$ cat src/rtl/alu_disp_sel_pkg.sv
// Shared display package: page encodings, flag bit positions and small
// helpers used by the ALU display page selector.
package alu_disp_sel_pkg;

  localparam int DATA_W = 32;
  localparam int FLAG_W = 4;

  // Display page encodings, in advance order
  localparam logic [1:0] PG_A    = 2'd0;
  localparam logic [1:0] PG_B    = 2'd1;
  localparam logic [1:0] PG_F    = 2'd2;
  localparam logic [1:0] PG_FLAG = 2'd3;

  // Bit positions of the ALU flags inside the 4-bit flags bus (MSB first)
  localparam int FLAG_ZF = 3;
  localparam int FLAG_CF = 2;
  localparam int FLAG_OF = 1;
  localparam int FLAG_SF = 0;

  typedef logic [1:0] page_t;

  function automatic page_t next_page(input page_t pg);
    case (pg)
      PG_A:    return PG_B;
      PG_B:    return PG_F;
      PG_F:    return PG_FLAG;
      default: return PG_A;
    endcase
  endfunction

  // Flags shown right-aligned on the display, upper digits blank (zero)
  function automatic logic [DATA_W-1:0] flag_word(input logic [FLAG_W-1:0] fl);
    logic [DATA_W-1:0] w;
    w          = '0;
    w[FLAG_ZF] = fl[FLAG_ZF];
    w[FLAG_CF] = fl[FLAG_CF];
    w[FLAG_OF] = fl[FLAG_OF];
    w[FLAG_SF] = fl[FLAG_SF];
    return w;
  endfunction

endpackage

$ cat src/rtl/alu_disp_sel_btn_debounce.sv
// Push-button conditioner: 2-flop synchroniser, stability debounce and a
// single-cycle pulse on each accepted press.
//
// After reset the button must first be seen released (stable low for
// DEB_CYCLES) before presses are honoured, so a button held down through
// reset never produces a pulse on reset release.
module btn_debounce #(
  parameter int DEB_CYCLES = 500000
) (
  input  logic clk,
  input  logic rst,
  input  logic btn,
  output logic pulse
);

  localparam int              CNT_W   = (DEB_CYCLES > 1) ? $clog2(DEB_CYCLES) : 1;
  localparam logic [CNT_W-1:0] CNT_MAX = CNT_W'(DEB_CYCLES - 1);

  logic             sync_p0;
  logic             sync_p1;
  logic             armed;
  logic             level;
  logic             level_d;
  logic             differs;
  logic [CNT_W-1:0] cnt;

  // Before arming we wait for a stable release; afterwards for a stable change
  assign differs = armed ? (sync_p1 != level) : ~sync_p1;

  // Synchronise the raw button into the clock domain
  always_ff @(posedge clk or posedge rst) begin
    if (rst) begin
      sync_p0 <= 1'b0;
      sync_p1 <= 1'b0;
    end else begin
      sync_p0 <= btn;
      sync_p1 <= sync_p0;
    end
  end

  // Count consecutive differing cycles; accept once the count completes
  always_ff @(posedge clk or posedge rst) begin
    if (rst) begin
      cnt   <= '0;
      level <= 1'b0;
      armed <= 1'b0;
    end else if (!differs) begin
      cnt <= '0;
    end else if (cnt == CNT_MAX) begin
      cnt <= '0;
      if (armed) level <= sync_p1;
      else       armed <= 1'b1;
    end else begin
      cnt <= cnt + 1'b1;
    end
  end

  // Delayed accepted level for rising-edge detection
  always_ff @(posedge clk or posedge rst) begin
    if (rst) level_d <= 1'b0;
    else     level_d <= level;
  end

  assign pulse = level & ~level_d;

endmodule

$ cat src/rtl/alu_disp_sel.sv
// ALU display page selector: two debounced buttons step through the
// operand/result/flag pages and freeze the word sent to the 7-seg driver.
module alu_disp_sel
  import alu_disp_sel_pkg::*;
#(
  parameter int DEB_CYCLES = 500000
) (
  input  logic              clk,
  input  logic              rst,
  input  logic              btn_page,
  input  logic              btn_hold,
  input  logic [DATA_W-1:0] A,
  input  logic [DATA_W-1:0] B,
  input  logic [DATA_W-1:0] F,
  input  logic [FLAG_W-1:0] flags,
  output logic [DATA_W-1:0] Data,
  output logic [1:0]        page,
  output logic              held
);

  logic              page_pls;
  logic              hold_pls;
  logic              reload;
  logic [DATA_W-1:0] src;

  btn_debounce #(.DEB_CYCLES(DEB_CYCLES)) u_page (
    .clk   (clk),
    .rst   (rst),
    .btn   (btn_page),
    .pulse (page_pls)
  );

  btn_debounce #(.DEB_CYCLES(DEB_CYCLES)) u_hold (
    .clk   (clk),
    .rst   (rst),
    .btn   (btn_hold),
    .pulse (hold_pls)
  );

  // Source word selected by the current (registered) page
  always_comb begin
    src = '0;
    case (page)
      PG_A:    src = A;
      PG_B:    src = B;
      PG_F:    src = F;
      default: src = flag_word(flags);
    endcase
  end

  // Page FSM and freeze toggle; a simultaneous page pulse loses to hold
  always_ff @(posedge clk or posedge rst) begin
    if (rst) begin
      page   <= PG_A;
      held   <= 1'b0;
      reload <= 1'b0;
    end else begin
      reload <= 1'b0;
      if (hold_pls) begin
        held <= ~held;
      end else if (page_pls) begin
        page   <= next_page(page);
        reload <= held;
      end
    end
  end

  // Display word: live while not held, one-shot refresh after a held page change
  always_ff @(posedge clk or posedge rst) begin
    if (rst)                  Data <= '0;
    else if (!held || reload) Data <= src;
  end

endmodule

$ cat config.mk
export PLATFORM = sky130hd
export DESIGN_NAME = alu_disp_sel
export DESIGN_NICKNAME = d
export VERILOG_FILES = /design/src/rtl/alu_disp_sel_pkg.sv /design/src/rtl/alu_disp_sel_btn_debounce.sv /design/src/rtl/alu_disp_sel.sv
export SDC_FILE = /design/constraint.sdc
export NUM_CORES = 1
export LEC_CHECK = 0
export ABC_AREA = 0
export ABC_CLOCK_PERIOD_IN_PS = 5300
export BUFFER_PORTS_ARGS = -buffer_cell sky130_fd_sc_hd__buf_2
export CAP_MARGIN = 20
export CELL_PAD_IN_SITES_DETAIL_PLACEMENT = 1
export CELL_PAD_IN_SITES_GLOBAL_PLACEMENT = 2
export CORE_MARGIN = 4
export CORE_UTILIZATION = 32
export DETAILED_ROUTE_END_ITERATION = 8
export PLACE_DENSITY_LB_ADDON = 0.12
export SLEW_MARGIN = 0
export SYNTH_ARGS = -nofsm -noshare
export SYNTH_HDL_FRONTEND = slang
export SYNTH_SLANG_ARGS = --single-unit
$ cat constraint.sdc
create_clock -name clk -period 5.3 [get_ports clk]
set_input_delay 0.53 -clock clk [delete_from_list [all_inputs] [get_ports clk]]
set_output_delay 0.53 -clock clk [all_outputs]
set_load 0.01 [all_outputs]
Word level (Yosys, flattened, before mapping) --
Index checks and enable logic that the tools add are counted.
Operators by class: equality and inequality tests 6, reductions and logical operators 8, bitwise operators 8, multiplexer cells 10, add/subtract/negate cells 2
Operators by type and width (number):
- 32-bit case mux with 3 select lines | 1
- 19-bit 2-to-1 mux | 4
- 19-bit by 1-bit adder with 19-bit output, second input constant | 2
- 19-bit == test, second input constant | 2
- 1-bit NOT | 6
- 2-bit case mux with 3 select lines | 1
- 2-bit AND reduction | 3
- 3-bit AND reduction | 2
- 1-bit 2-to-1 mux | 4
- 1-bit bitwise AND | 2
- 2-bit by 1-bit == test with 1-bit output, second input constant | 1
- 2-bit == test, second input constant | 1
- 2-bit logical NOT | 1
- 1-bit != test | 2
- 1-bit logical NOT | 1
- 1-bit logical OR | 1
Word-level totals: input port bits 104, flip-flop bits (word level) 84, output and inout port bits 35, logic and storage cells 50

Logic depth before layout (Yosys ltp) --
Gate-level depths: netlist of the first run.
depth after elaboration 4, gate-level depth with buffers 8, gate-level depth less buffers 6

Hierarchy --
From an unflattened synthesis of the first run, not the netlist that was laid out.
Second synthesis, totals: cells, all modules 394, area, all modules 4098.9 um2
Modules (own cells, without submodules):
- btn_debounce | area each 1153.6 um2, sequential area each 600.6 um2, cells each 109, times used 2
- alu_disp_sel | area each 1791.7 um2, sequential area each 900.9 um2, cells each 176, times used 1

Worst setup path after synthesis of the first run --
No wires, ideal clock.
path kind reg-to-reg, start reg u_hold.cnt[0], end reg u_hold.cnt[18], path slack 3.457 ns, stages on the path, launching flop included 6, data required time 5.227 ns, setup time 0.073 ns, buffers on the path 0, period minus slack after synthesis 1.843 ns, arrival time 1.770 ns, cells stage by stage dfrtp_1 -> ha_1 -> nand4_2 -> or4_1 -> or3_1 -> a21oi_2
Between the ends: longest elaborated chain between the ends 3, elaborated cells on any way between the ends 4, those cells by class add/sub (1); eq/ne (1); mux (2)
RTL lines:
- start, declared | RTL line alu_disp_sel_btn_debounce.sv:25 | logic [CNT_W-1:0] cnt;
- start signal, assigned | RTL line alu_disp_sel_btn_debounce.sv:54 | cnt <= cnt + 1'b1;
- 19-bit by 1-bit adder with 19-bit output / 19-bit == test (equally long branches) | RTL line alu_disp_sel_btn_debounce.sv:54, alu_disp_sel_btn_debounce.sv:49
- 19-bit 2-to-1 mux (*) | RTL line alu_disp_sel_btn_debounce.sv:49 | end else if (cnt == CNT_MAX) begin
- 19-bit 2-to-1 mux (*) | RTL line alu_disp_sel_btn_debounce.sv:47 | end else if (!differs) begin
Every way passes the cells marked *; elsewhere a longest branch is shown, timed or not. A chain may end at the register's enable or synchronous reset.

Worst setup path in the final report of the first run --
Same ends and word-level chain as after synthesis.

==> results of run 1 <==
## cell usage after synthesis (2+ instances only)
master / instances / area [sq um]
a211oi_1: 4 / 30.0
a21o_1: 5 / 37.5
a21oi_1: 4 / 20.0
a222oi_1: 32 / 320
buf_2: 2 / 10.0
buf_6: 3 / 33.8
clkbuf_1: 15 / 56.3
dfrtp_1: 84 / 2100
ha_1: 6 / 75.1
inv_1: 11 / 41.3
mux2_2: 2 / 22.5
nand2_1: 43 / 161
nand2b_1: 2 / 12.5
nand3_1: 14 / 70.1
nand3b_1: 2 / 15.0
nand4_1: 12 / 75.1
nor2_1: 39 / 146
nor2b_1: 2 / 12.5
nor3_1: 8 / 40.0
nor3b_1: 2 / 15.0
nor4_1: 9 / 56.3
o21ai_0: 34 / 170
o31ai_1: 2 / 15.0
or2_2: 2 / 12.5
or4_1: 5 / 37.5
xnor2_1: 21 / 184
xor2_1: 11 / 96.3
## path summary, 6_finish.rpt
check | startpoint | to | slack (ns) | cells past startpoint
worst max-delay path | u_hold.cnt[0] | u_hold.cnt[18] | 3.15 | 5
worst min-delay path | rst | u_page.cnt[8] | 0.1 | 2
worst max register to register | u_hold.cnt[0] | u_hold.cnt[18] | 3.15 | 5
worst min register to register | u_hold.sync_p0 | u_hold.sync_p1 | 0.36 | 0
max in group asynchronous | rst | u_hold.cnt[14] | 4.03 | 3
min in group clk | btn_hold | u_hold.sync_p0 | 0.30 | 1
## stage by stage
| stage | hold slack [ns] | setup WS [ns] | power (W) | cells |
|---|---|---|---|---|
| floorplan | 0.331 | 2.60 | 0.000725 | 395 |
| global placement | 0.336 | 3.08 | 0.000788 | 682 |
| detailed placement | 0.346 | 2.99 | 0.000791 | 682 |
| CTS | 0.0969 | 2.95 | 0.00147 | 698 |
| global route | 0.119 | 2.94 | 0.00151 | 701 |
| finish | 0.0998 | 3.15 | 0.00144 | 701 |
## cell type report
type / instances / area share
Clock buffer: 13 / 0.0537
Clock inverter: 3 / 0.00815
Inverter: 12 / 0.00887
Multi-Input combinational cell: 277 / 0.341
Sequential cell: 84 / 0.403
Tap cell: 168 / 0.0403
Timing Repair Buffer: 144 / 0.146
## state kept, by name (all words and copies together) (netlist names)
register,cells
Data,32
u_hold.cnt,19
u_page.cnt,19
page,2
held,1
reload,1
u_hold.armed,1
u_hold.level,1
u_hold.level_d,1
u_hold.sync_p0,1
u_hold.sync_p1,1
u_page.armed,1
u_page.level,1
u_page.level_d,1
u_page.sync_p0,1
u_page.sync_p1,1
## layer usage
layer	track usage	up-vias
met1	0.231	1724
li1	-	1724
met5	0	-
met3	0.0449	10
met2	0.265	108
met4	0.0404	0
## worst max-delay path: stages, from the launching register on
cell and delay, ns:
dfrtp_1 0.42, ha_1 0.27, nand4_2 0.27, or4_1 0.62
or3_1 0.35, a21oi_2 0.14
## power groups by stage
stage                      logic, W  clock network, W  registers, W
after floorplan           0.0000373                 0      0.000688
after global placement     0.000106                 0      0.000682
after detailed placement   0.000108                 0      0.000683
after CTS                  0.000108          0.000686      0.000671
after global routing       0.000120          0.000716      0.000673
final                      0.000106          0.000666      0.000671
## kinds of logic after synthesis
family | after synthesis
buf+inv | 34
fa+ha+maj | 6
flops | 84
mux | 3
simple gates | 150
compound gates | 86
xor+xnor | 32
==> results by group, run 1 <==
Hold path
  • Hold crit path type: input port to async pin

Critical path
  • Kind of critical path: flop to flop
  • CP max FO: 6
  • CP endpoint kind: flop
  • CP arrival: 2.41 ns
  • Critical Path RT: 5.56 ns
  • CP Launch Type: flop

Synth
  • Post-Synthesis Cells: ~400
  • Post-Synthesis Net Count: between 500 and 600
  • Area share of and/or/nand/nor cells after synthesis: 0.187
  • Synth cell types: between 40 and 50
  • Compound-gate portion of the synthesized area: 0.158
  • Synth async-reset ratio: 1.00
  • Primary FF master, synth: dfrtp_1
  • EDFF count, synth: 0
  • Post-Synth Adder-Cell Area: 0.0186
  • Synth Cell Area: 4030 sq um
  • Register area share after synthesis: 0.521
  • Ys Warns: 0
  • Largest family of logic cells by synthesized area: simple AND/OR/NAND/NOR gates
  • Synth Area per Inst: 10.2 sq um
  • Synth Area in XOR/XNOR: 0.0695
  • Post-synthesis mux area share: 0.00807
  • Yosys reg bits: 84

Status
  • Status: complete, no violations

Timing
  • Fin. Hold Viols: 0
  • Slew of the pin with the lowest slew margin: 0.916 ns
  • Setup TNS: 0 ns
  • Final worst-path cycle share: 0.406
  • Max-slew headroom: 0.390
  • Final Max Tran Viols: 0
  • Fmax: 465 MHz
  • RSZ-0062 raised after global routing: no
  • Clock skew: 0.00722 ns
  • Crit path time final: 2.15 ns
  • # setup viols final: 0

Pwr
  • Peak supply drop: between 0.1 and 0.15 mV
  • Fraction of power spent switching nets: 0.220
  • Pwr dens: 277 nW/um^2
  • Comb pwr share: 0.073
  • Clk pwr share: 0.462
  • Seq pwr share: 0.465
  • P_int: 0.00113 W
  • Psw: approximately 0.00032 W
  • Leakage power: 2.34 nW

CTS
  • CTS Sinks: 84
  • Clock root buffer: clkbuf_16
  • CTS tree: done
  • CTS resizes: 0
  • Clk buf depth: 2
  • CTS Hold Buffers Added: 0
  • Clk pin slew, worst setup/hold paths: 0.06 ns
  • Number of setup buffers added after CTS: 0
  • Clock insertion delay at the later pin of the skew report: about 0.34 ns
  • CTS buffer count: 9
  • CTS H-Tree Depth: 3

Route
  • Wire length on met2: 5.41 mm
  • Via density: 5.09
  • Routed wire length on met3: between 800 and 900 um
  • Max Used Layer: met4
  • DRT iter0 DRCs: roughly 220
  • DRC viols: 0
  • Wire length per cell: 17.1 um
  • DRT met1 WL: 5.64 mm
  • DRT Pass-1 Iters: 8
  • Routed vias: 3566
  • Total Routed Length: 12.0 mm
  • Post-route ant nets: 0

Die
  • Die Wd: ~120 um
  • Core Area: roughly 12000 sq um
  • Die H: between 100 and 150 um
  • Die area: 14500 sq um
  • Starting Density: 0.331
  • FP Rows: 40
  • IO Count: 139

Placement
  • Placer congestion estimate: about 0.75
  • Final HPWL DP: 8.83 mm
  • Port Buf Inserts: 138
  • Dpl cell area: 4850 sq um

Global route
  • First-pass GRT wire length: 19.7 mm
  • Largest net degree at the start of global routing: 72
  • Initial antenna violation count: 0
  • Congestion Overflow GR: 0
  • Tot GR Track Use: 0.168
  • Via count of the first global-routing pass: 3754

Cells and area
  • Sequential cell area: between 2000 and 2500 sq um
  • Most frequent cells in the layout: 138 x buf_2, 84 x dfrtp_1, 43 x nand2_1
  • Inserted Diodes: 0
  • FILL cells: 1415
  • Commonest non-fill, non-tap cell in the layout: buf_2
  • Fin area: 5220 sq um
  • Final #Nets: 638
  • Area Overhead vs Synth: 29.5%
  • Area of the multi-input gates: 1780 sq um
  • Final Util: 0.429
  • Share of cells above drive strength 1: 0.325

Run
  • Max cap viols: 0
(Power assumes the default switching activity.)
==> run 2, diff against run 1 <==
--- a/config.mk
+++ b/config.mk
@@ -5,14 +5,14 @@
 export SDC_FILE = /design/constraint.sdc
 export NUM_CORES = 1
 export LEC_CHECK = 0
-export ABC_AREA = 0
-export ABC_CLOCK_PERIOD_IN_PS = 5300
+export ABC_AREA = 1
+export ABC_CLOCK_PERIOD_IN_PS = 2100
 export BUFFER_PORTS_ARGS = -buffer_cell sky130_fd_sc_hd__buf_2
 export CAP_MARGIN = 20
 export CELL_PAD_IN_SITES_DETAIL_PLACEMENT = 1
 export CELL_PAD_IN_SITES_GLOBAL_PLACEMENT = 2
 export CORE_MARGIN = 4
-export CORE_UTILIZATION = 32
+export CORE_UTILIZATION = 29
 export DETAILED_ROUTE_END_ITERATION = 8
 export PLACE_DENSITY_LB_ADDON = 0.12
 export SLEW_MARGIN = 0
==> constraint.sdc (replaced) <==
create_clock -name clk -period 2.1 [get_ports clk]
set_input_delay 0.21 -clock clk [delete_from_list [all_inputs] [get_ports clk]]
set_output_delay 0.21 -clock clk [all_outputs]
set_load 0.01 [all_outputs]
==> run 2 against run 1 <==
  * Sequential share of layout area fell by 4.8 points
  * Cell area rose by 13%
  * Largest power group unchanged
  * Utilization fell by 4.5 points
  * Setup slack got worse by 2.6 ns
  * Clock power rose by 140%
  * Worst hold slack improved by 0.056 ns
==> results by group, run 2 <==
Status
  • Status: complete, no violations

Die
  • FP Rows: 45
  • Die area: between 15000 and 20000 sq um
  • Die H: 134 um
  • Core Area: about 15000 sq um
  • Starting Density: 0.300
  • Die Wd: between 100 and 150 um
  • IO Count: 139

CTS
  • Clk pin slew, worst setup/hold paths: 0.06 ns
  • CTS Sinks: 84
  • Number of setup buffers added after CTS: 0
  • CTS Hold Buffers Added: 3
  • Clock insertion delay at the later pin of the skew report: 0.34 ns
  • Clock root buffer: clkbuf_16
  • CTS resizes: 0
  • CTS buffer count: 9
  • Clk buf depth: 2
  • CTS tree: done
  • CTS H-Tree Depth: 3

Global route
  • Initial antenna violation count: 0
  • Largest net degree at the start of global routing: between 50 and 60
  • Via count of the first global-routing pass: 4628
  • First-pass GRT wire length: around 24 mm
  • Congestion Overflow GR: 0
  • Tot GR Track Use: 0.166

Timing
  • Fmax: between 600 and 700 MHz
  • Max-slew headroom: 0.656
  • Setup TNS: 0 ns
  • Clock skew: 0.00584 ns
  • Final Max Tran Viols: 0
  • # setup viols final: 0
  • Fin. Hold Viols: 0
  • Final worst-path cycle share: 0.753
  • Slew of the pin with the lowest slew margin: around 0.5 ns
  • Crit path time final: 1.58 ns
  • RSZ-0062 raised after global routing: no

Synth
  • Synth Area in XOR/XNOR: 0.0378
  • Yosys reg bits: 84
  • EDFF count, synth: 0
  • Primary FF master, synth: dfrtp_1
  • Yosys top cell area share: 0.454
  • Compound-gate portion of the synthesized area: 0.0927
  • Top cells by count, synth: 162 x nand2_1, 88 x nor2_1, 84 x dfrtp_1
  • Ys Warns: 0
  • Area leader, netlist: dfrtp_1
  • Register area share after synthesis: 0.454
  • Area share of and/or/nand/nor cells after synthesis: 0.346
  • Synth cell types: 34
  • Synth Cell Area: 4630 sq um
  • Post-Synthesis Cells: 580
  • Synth area leaders: dfrtp_1 45%, nand2_1 13%, nor2_1 7.1%
  • Synth Area per Inst: 7.99 sq um
  • Most numerous cell in the Yosys netlist: nand2_1
  • Post-Synth Adder-Cell Area: 0.0162
  • Post-synthesis mux area share: 0
  • Synth async-reset ratio: 1.00
  • Post-Synthesis Net Count: 690
  • Largest family of logic cells by synthesized area: simple AND/OR/NAND/NOR gates

Critical path
  • R2R depth: 6
  • Reg2reg start: page[0]
  • CP arrival: 1.85 ns
  • CP endpoint kind: flop
  • CP Cell Sequence: ha_1, inv_1, nand2_1, inv_2, buf_4, a32o_1
  • Top delay family on crit path: buffers and inverters
  • CP Buf/Inv Count: 3
  • Critical Path RT: between 2 and 2.5 ns
  • RR Endpoint: Data[18]
  • Kind of critical path: flop to flop
  • CP max stage delay: roughly 0.42 ns
  • CP max FO: 27
  • CP Launch Type: flop
  • R2R Setup Slk: 0.52 ns
  • CP max-delay cell: dfrtp_1

Cells and area
  • Most frequent cells in the layout: 162 x nand2_1, 138 x buf_2, 88 x nor2_1
  • Biggest regs: Data x32, u_hold.cnt x19, u_page.cnt x19
  • Commonest non-fill, non-tap cell in the layout: nand2_1
  • Fin area: 5920 sq um
  • Final Util: 0.384
  • Final #Nets: slightly above 800
  • Inserted Diodes: 0
  • Register bank with the most flops: Data
  • Max reg flops: 32
  • Area Overhead vs Synth: 27.9%
  • Share of cells above drive strength 1: 0.271

Placement
  • Placer congestion estimate: 0.791
  • Dpl cell area: 5590 sq um
  • Final HPWL DP: 11.4 mm
  • Port Buf Inserts: around 140

Route
  • DRT iter0 DRCs: 193
  • Routed vias: around 4500
  • Via density: 4.77
  • DRC viols: 0
  • DRT Pass-1 Iters: 4
  • Wire length per cell: 15.8 um
  • Post-route ant nets: 0
  • Total Routed Length: 14.8 mm

Hold path
  • Hold crit path type: input port to flop
  • Hold Path Origin: B[0]
  • Worst hold path depth: 3
  • WHS Endpoint: Data[0]

Run
  • Max cap viols: 0

Pwr
  • Pwr dens: around 610 nW/um^2
  • Leakage power: 2.77 nW
  • Peak supply drop: 0.422 mV
## run 2: where the power goes
part           switching [W]  internal, W  total, W
Combinational       0.000152     0.000148  0.000301
Sequential         0.0000282      0.00166   0.00169
Clock               0.000666     0.000951   0.00162
Total               0.000847      0.00276   0.00361
## run 2: cell type report
class                   count  area (sq um)
clock buffers              10           239
clock inverters             6          63.8
fillers                  1945          9500
inverters                  40           154
multi-input cells         433          2280
flip-flops and latches     84          2100
well taps                 211           264
repair buffers            151           821
## run 2: metal layers
layer | global-route usage | wire, um
met5 | 0 | 0
met4 | 0.0594 | 304
met3 | 0.0371 | 897
met2 | 0.278 | 7030
met1 | 0.210 | 6580
## run 2: kinds of logic after synthesis
kind of cell / count (synthesis)
adders and majority gates: 6
buffers and inverters: 63
DFF: 84
and+or+nand+nor: 353
AOI/OAI and AO/OA: 54
xor gates and xnor gates: 20
## run 2: worst max-delay path by stage
stage / start / end / slack (ns) / depth (start not counted)
6_report: page[0] / Data[18] / 0.52 / 6
5_1_grt: page[0] / Data[18] / 0.40 / 6
4_1_cts: u_hold.cnt[0] / u_hold.cnt[16] / 0.50 / 7
3_5_place_dp: page[0] / Data[11] / 0.52 / 6
3_3_place_gp: page[1] / Data[11] / 0.56 / 6
2_1_floorplan: page[0] / Data[19] / 0.64 / 7
## run 2: metrics by stage
step	setup slack, ns	power, W	std cells	hold WS (ns)
detailed placement	0.524	0.00203	916	0.321
floorplan	0.636	0.00184	580	0.241
global route	0.401	0.00379	935	0.151
global placement	0.557	0.00202	916	0.322
finish	0.519	0.00361	935	0.156
CTS	0.495	0.00368	935	0.144
## run 2: worst reg2reg max path, cell delays in order (launching register included)
cell	delay [ns]
dfrtp_1	0.42
ha_1	0.22
inv_1	0.14
nand2_1	0.11
inv_2	0.12
buf_4	0.30
a32o_1	0.21
